===== config.mk =====
export PLATFORM = sky130hd
export DESIGN_NAME = afisaj_timer
export DESIGN_NICKNAME = d
export VERILOG_FILES = /design/src/rtl/afisaj_timer.sv
export SDC_FILE = /design/constraint.sdc
export NUM_CORES = 1
export LEC_CHECK = 0
export CAP_MARGIN = 5
export CORE_UTILIZATION = 55
export CTS_BUF_LIST = sky130_fd_sc_hd__clkbuf_4 sky130_fd_sc_hd__clkbuf_8
export DETAILED_ROUTE_END_ITERATION = 8
export GPL_TIMING_DRIVEN = 0
export PLACE_DENSITY_LB_ADDON = 0.15
export SKIP_CTS_REPAIR_TIMING = 1
export SLEW_MARGIN = 25
export SYNTH_ARGS = -nofsm -noshare
export SYNTH_HDL_FRONTEND = slang
export SYNTH_SLANG_ARGS = --single-unit
export TNS_END_PERCENT = 1

===== constraint.sdc =====
create_clock -name clk -period 2 [get_ports clk]
set_clock_uncertainty 0.1 [all_clocks]
set_input_delay 0.3 -clock clk [delete_from_list [all_inputs] [get_ports clk]]
set_output_delay 0.3 -clock clk [all_outputs]
set_load 0.1 [all_outputs]

===== src/rtl/afisaj_timer.sv =====
// Display stage: converts captured seconds/minutes to BCD with a
// shift-add-3 FSM and scans a 4-digit common-anode 7-segment display.
module afisaj_timer #(
  parameter int DIV_SCAN = 50000,
  parameter int CNT_W    = 16
) (
  input  logic       clk,
  input  logic       reset,
  input  logic [5:0] valoarea_bin,
  input  logic [5:0] minute_bin,
  output logic [6:0] seg,
  output logic       dp,
  output logic [3:0] an,
  output logic       bcd_valid
);

  localparam logic [1:0] IDLE   = 2'd0;
  localparam logic [1:0] SHIFT  = 2'd1;
  localparam logic [1:0] COMMIT = 2'd2;

  localparam logic [CNT_W-1:0] CNT_MAX = CNT_W'(DIV_SCAN - 1);

  logic [11:0]      s0;
  logic [11:0]      s1;
  logic [11:0]      last;
  logic [1:0]       state;
  logic [2:0]       sh_cnt;
  logic [5:0]       sec_bin;
  logic [5:0]       min_bin;
  logic [7:0]       sec_bcd;
  logic [7:0]       min_bcd;
  logic [7:0]       sec_adj;
  logic [7:0]       min_adj;
  logic [15:0]      disp;
  logic [CNT_W-1:0] cnt;
  logic [1:0]       idx;
  logic [3:0]       nib;
  logic [6:0]       pat;

  function automatic logic [7:0] add3(input logic [7:0] b);
    logic [7:0] r;
    r = b;
    if (r[3:0] >= 4'd5) r[3:0] = r[3:0] + 4'd3;
    if (r[7:4] >= 4'd5) r[7:4] = r[7:4] + 4'd3;
    return r;
  endfunction

  always_comb begin
    sec_adj = add3(sec_bcd);
    min_adj = add3(min_bcd);
  end

  // s0/s1 agreement rejects words sampled mid-change from the slow domain
  always_ff @(posedge clk or negedge reset) begin
    if (!reset) begin
      s0        <= '0;
      s1        <= '0;
      last      <= '0;
      state     <= IDLE;
      sh_cnt    <= '0;
      sec_bin   <= '0;
      min_bin   <= '0;
      sec_bcd   <= '0;
      min_bcd   <= '0;
      disp      <= '0;
      bcd_valid <= 1'b0;
    end else begin
      s0        <= {minute_bin, valoarea_bin};
      s1        <= s0;
      bcd_valid <= 1'b0;
      unique case (1'b1)
        state == IDLE: begin
          if (s0 == s1 && s1 != last) begin
            {min_bin, sec_bin} <= s1;
            last    <= s1;
            sec_bcd <= '0;
            min_bcd <= '0;
            sh_cnt  <= '0;
            state   <= SHIFT;
          end
        end
        state == SHIFT: begin
          sec_bcd <= {sec_adj[6:0], sec_bin[5]};
          min_bcd <= {min_adj[6:0], min_bin[5]};
          sec_bin <= {sec_bin[4:0], 1'b0};
          min_bin <= {min_bin[4:0], 1'b0};
          sh_cnt  <= sh_cnt + 3'd1;
          if (sh_cnt == 3'd5) state <= COMMIT;
        end
        state == COMMIT: begin
          disp      <= {min_bcd, sec_bcd};
          bcd_valid <= 1'b1;
          state     <= IDLE;
        end
        default: state <= IDLE;
      endcase
    end
  end

  always_comb begin
    nib = disp[3:0];
    unique case (idx)
      2'd0: nib = disp[3:0];
      2'd1: nib = disp[7:4];
      2'd2: nib = disp[11:8];
      2'd3: nib = disp[15:12];
      default: nib = disp[3:0];
    endcase
  end

  always_comb begin
    pat = 7'h7F;
    case (nib)
      4'd0: pat = 7'h40;
      4'd1: pat = 7'h79;
      4'd2: pat = 7'h24;
      4'd3: pat = 7'h30;
      4'd4: pat = 7'h19;
      4'd5: pat = 7'h12;
      4'd6: pat = 7'h02;
      4'd7: pat = 7'h78;
      4'd8: pat = 7'h00;
      4'd9: pat = 7'h10;
      default: pat = 7'h7F;
    endcase
  end

  // slot start (cnt==0) is blanked so the anode switch never ghosts
  always_ff @(posedge clk or negedge reset) begin
    if (!reset) begin
      cnt <= '0;
      idx <= '0;
      an  <= 4'hF;
      seg <= 7'h7F;
      dp  <= 1'b1;
    end else begin
      if (cnt == CNT_MAX) begin
        cnt <= '0;
        idx <= idx + 2'd1;
      end else begin
        cnt <= cnt + 1'b1;
      end
      an  <= (cnt == '0) ? 4'hF : ~(4'b0001 << idx);
      seg <= (cnt == '0) ? 7'h7F : pat;
      dp  <= !(idx == 2'd2 && cnt != '0);
    end
  end

endmodule


==> results.txt <==
----------------------------------------------------
[Power]
  P_int ... 3.42 mW
  Fraction of power consumed by sequential logic ... 53.4%
  Sw frac ... 25.9%
  Max VDD drop ... 0.000450 V
  Leakage ... 2.83 nW
  Sw Pwr ... 1.20 mW
  Logic pwr share ... 5.6%
  Total power per unit cell area ... 767 nW/um^2
  Power share of the clock group ... 41.0%
  Power after layout ... 4.62 mW

[Cells and area]
  Final Core Density ... 68.4%
  Final net count ... 547
  Number of fill cells in the layout ... 675
  Share of layout cells above drive strength 1 ... 22.1%
  Multi-input logic area ... 2140 um^2
  Register area ... 2900 um^2
  Signed area change from the synthesized netlist to the final layout ... 18.8%
  ANT cells ... 0

[Timing]
  Worst Setup Slack, final ... -0.252 ns
  Hold Slack ... 0.206 ns
  Fmax ... 444 MHz
  Worst-margin pin slew ... 0.962 ns
  Total negative setup slack ... -3.07 ns
  Hold violation count in the final report ... 0
  Final clock period utilization by the worst path ... 113%
  Final critical path time including I/O delays and setup ... 2.25 ns
  Relative max-transition margin ... 35.8%
  Unrepaired setup endpoints after global routing ... yes
  Final slew viol count ... 0
  Setup-violating endpoint count in the final report ... 38

[Yosys]
  Mapped cell area ... 5070 um^2
  Top area cells in the synthesized netlist ... sky130_fd_sc_hd__dfrtp_1, sky130_fd_sc_hd__xor2_1, sky130_fd_sc_hd__dfstp_2
  Ys async rst share ... 100%
  #FFs+latches synth ... 115
  Post-Syn Instances ... 460
  Post-synthesis net count ... 494
  Share of the synthesized area in the top cell type ... 51.3%
  Seq/Total Area, Yosys ... 57.0%
  Most used flip-flop cell after synthesis ... sky130_fd_sc_hd__dfrtp_1
  Number of enable flip-flop cells after synthesis ... 0
  Warnings from Yosys ... 0
  Number of different library cells in the post-synthesis netlist ... 42
  Mean post-synth cell area ... 11.0 um^2
  Post-synthesis cell type with the largest combined area ... sky130_fd_sc_hd__dfrtp_1

[Worst setup path]
  Largest stage delay on the critical path ... 0.56 ns
  Cells along the critical path ... ha_4, a222oi_1, mux2i_2, or4_1, and3_4, nand2_2
  Family of cells with the greatest summed delay on the critical path ... simple AND/OR/NAND/NOR gates
  Required time at the endpoint of the critical path ... 2.27 ns
  Critical path data arrival time ... 2.52 ns
  Sort of element at the start of the critical path ... flop
  Element type at the critical path end ... flop
  Buf+Inv Stages, Crit Path ... 0
  Critical-path top delay cell ... sky130_fd_sc_hd__or4_1
  Category of the critical setup timing path ... reg2reg
  CP Max Fanout ... 6

[Die]
  Number of placed I/O pins ... 27
  Initial core utilization ... 57.6%
  Die span in y ... 98 um
  Die area ... 9600 um^2
  Total core area ... 8810 um^2
  Width of the die ... 98 um
  Count of standard-cell rows ... 34

[Route]
  Detailed router's first-iteration violation count ... 187
  DR vias/cell ... 5.56
  Routed wire length ... 10.1 mm
  Average wire per cell in the routed design ... 15.9 um
  Number of routed nets with antenna violations ... 0
  Iteration count of the initial detailed-routing pass ... 7
  Number of vias after detailed routing ... 3524
  DRC errors left ... 2

[CTS]
  Number of clock sinks ... 115
  H-tree depth reported by CTS ... 4
  Number of CTS-inserted buffers ... 17
  Clock transition at the registers of the reported paths ... 0.07 ns
  Clock network latency to the later pin of the worst-skew pair ... 0.42 ns
  TritonCTS clock tree ... done
  Number of buffers on the longest clock path ... 2
  Clock Tree Root ... sky130_fd_sc_hd__clkbuf_8

[Min path]
  HP Class ... in2reg

[GRT]
  Number of global-route vias before repair ... 3488
  Overflow left after global routing ... 0
  First-pass GRT wire length ... 16.9 mm
  Maximum number of pins on one net before global-route repair ... 71
  Initial antenna violation count ... 0
  Total global-route track usage ... 22.9%

[Place]
  Hpwl dp ... 6.76 mm
  Final Wtd Congestion ... 0.757
  Port Buf Inserts ... 26

[Outcome]
  Failing checks ... design-rule violations, negative setup slack
  Outcome ... finished, violations left

[Flow run]
  Max-cap violation count ... 0

----------------------------------------------------
## sequential cells by signal, indices dropped and copies added (netlist names), 7 cells and up
name / cells
disp: 16
min_bcd: 8
cnt: 16
s0: 12
sec_bcd: 8
last: 12
s1: 12
seg: 7
## power groups by stage
stage	combinational [mW]	sequential, mW	clock, mW
finish	0.259	2.46	1.90
global route	0.292	2.47	2.07
CTS	0.236	2.46	1.95
detailed placement	0.236	2.50	0
global placement	0.221	2.50	0
floorplan	0.127	2.49	0
## area by class of cell
cell class | instances | share of cell area (%)
multi-input cells | 302 | 35.5
plain buffers | 17 | 1.72
inverters | 26 | 1.70
clock buffers | 18 | 4.11
well taps | 108 | 2.24
clock inverters | 14 | 1.79
flip-flops and latches | 115 | 48.1
repair buffers | 34 | 4.80
## cell families (layout without fill, tap and decap cells)
logic type / after synthesis / in the layout / share of synthesized area, %
xor+xnor: 47 / 47 / 8.12
simple gates: 152 / 152 / 14.2
mux: 16 / 16 / 3.55
buf+inv: 43 / 109 / 3.51
flops: 115 / 115 / 57.0
compound gates: 67 / 67 / 8.62
fa+ha+maj: 20 / 20 / 4.94
## metrics by stage
| stage | setup WS [ns] | std cells | cell area, um^2 |
|---|---|---|---|
| 2_1_floorplan | -0.0399 | 460 | 5080 |
| 3_3_place_gp | -3.72 | 594 | 5470 |
| 3_5_place_dp | -0.493 | 595 | 5500 |
| 4_1_cts | -0.599 | 627 | 5860 |
| 5_1_grt | -0.391 | 634 | 6020 |
| 6_report | -0.252 | 634 | 6020 |
## final timing paths
path / start / end / slack [ns] / depth (start not counted)
worst min-delay path: minute_bin[5] / s0[11] / 0.21 / 1
max in group asynchronous: reset / s1[5] / 0.85 / 3
worst min register to register: s0[11] / s1[11] / 0.29 / 0
min in group asynchronous: reset / s1[2] / 0.26 / 2
worst max register to register: idx[0] / seg[0] / -0.25 / 6
worst max-delay path: idx[0] / seg[0] / -0.25 / 6
## per-layer routing
metal | GRT usage (%) | routed length [um]
met1 | 32.7 | 4940
met2 | 32.7 | 4670
met3 | 6.66 | 353
met4 | 9.44 | 112
met5 | 0 | 0
## Yosys cell counts (all sizes together), types with 3 or more instances
| master | count |
|---|---|
| nand2b | 8 |
| a31oi | 4 |
| inv | 26 |
| xor2 | 36 |
| nor2 | 24 |
| xnor2 | 11 |
| buf | 7 |
| dfstp | 11 |
| clkbuf | 10 |
| nor3 | 7 |
| ha | 20 |
| a222oi | 4 |
| and2 | 5 |
| and3 | 4 |
| nor2b | 3 |
| a211oi | 3 |
| nor4b | 5 |
| nand3 | 9 |
| mux2i | 3 |
| a21oi | 11 |
| nand4 | 5 |
| dfrtp | 104 |
| mux2 | 13 |
| o21ai | 22 |
| o22ai | 10 |
| nor4 | 8 |
| nand2 | 68 |
| a221o | 6 |
## placed cells by master (no fill, tap or decap), types with 3 or more instances in the layout
master / n
sky130_fd_sc_hd__o22ai_1: 10
sky130_fd_sc_hd__o21ai_0: 22
sky130_fd_sc_hd__dfstp_2: 11
sky130_fd_sc_hd__nand4_1: 5
sky130_fd_sc_hd__nand2b_1: 8
sky130_fd_sc_hd__nand3_1: 9
sky130_fd_sc_hd__clkinv_2: 3
sky130_fd_sc_hd__and2_1: 5
sky130_fd_sc_hd__clkdlybuf4s50_1: 12
sky130_fd_sc_hd__mux2_2: 12
sky130_fd_sc_hd__clkbuf_1: 7
sky130_fd_sc_hd__nor2_1: 23
sky130_fd_sc_hd__dfrtp_2: 5
sky130_fd_sc_hd__clkbuf_2: 13
sky130_fd_sc_hd__dfrtp_1: 99
sky130_fd_sc_hd__a21oi_1: 10
sky130_fd_sc_hd__nor4_2: 6
sky130_fd_sc_hd__a31oi_1: 4
sky130_fd_sc_hd__clkbuf_8: 18
sky130_fd_sc_hd__nand2_1: 66
sky130_fd_sc_hd__xor2_1: 36
sky130_fd_sc_hd__nor3_1: 7
sky130_fd_sc_hd__nor4b_1: 5
sky130_fd_sc_hd__nor2b_1: 3
sky130_fd_sc_hd__a221o_1: 6
sky130_fd_sc_hd__clkinv_4: 5
sky130_fd_sc_hd__buf_2: 3
sky130_fd_sc_hd__a222oi_1: 4
sky130_fd_sc_hd__buf_4: 8
sky130_fd_sc_hd__ha_1: 16
sky130_fd_sc_hd__inv_1: 24
sky130_fd_sc_hd__inv_6: 3
sky130_fd_sc_hd__buf_6: 5
sky130_fd_sc_hd__clkinvlp_4: 3
sky130_fd_sc_hd__xnor2_1: 11
sky130_fd_sc_hd__ha_4: 3
Power figures use the tool's default switching activity.
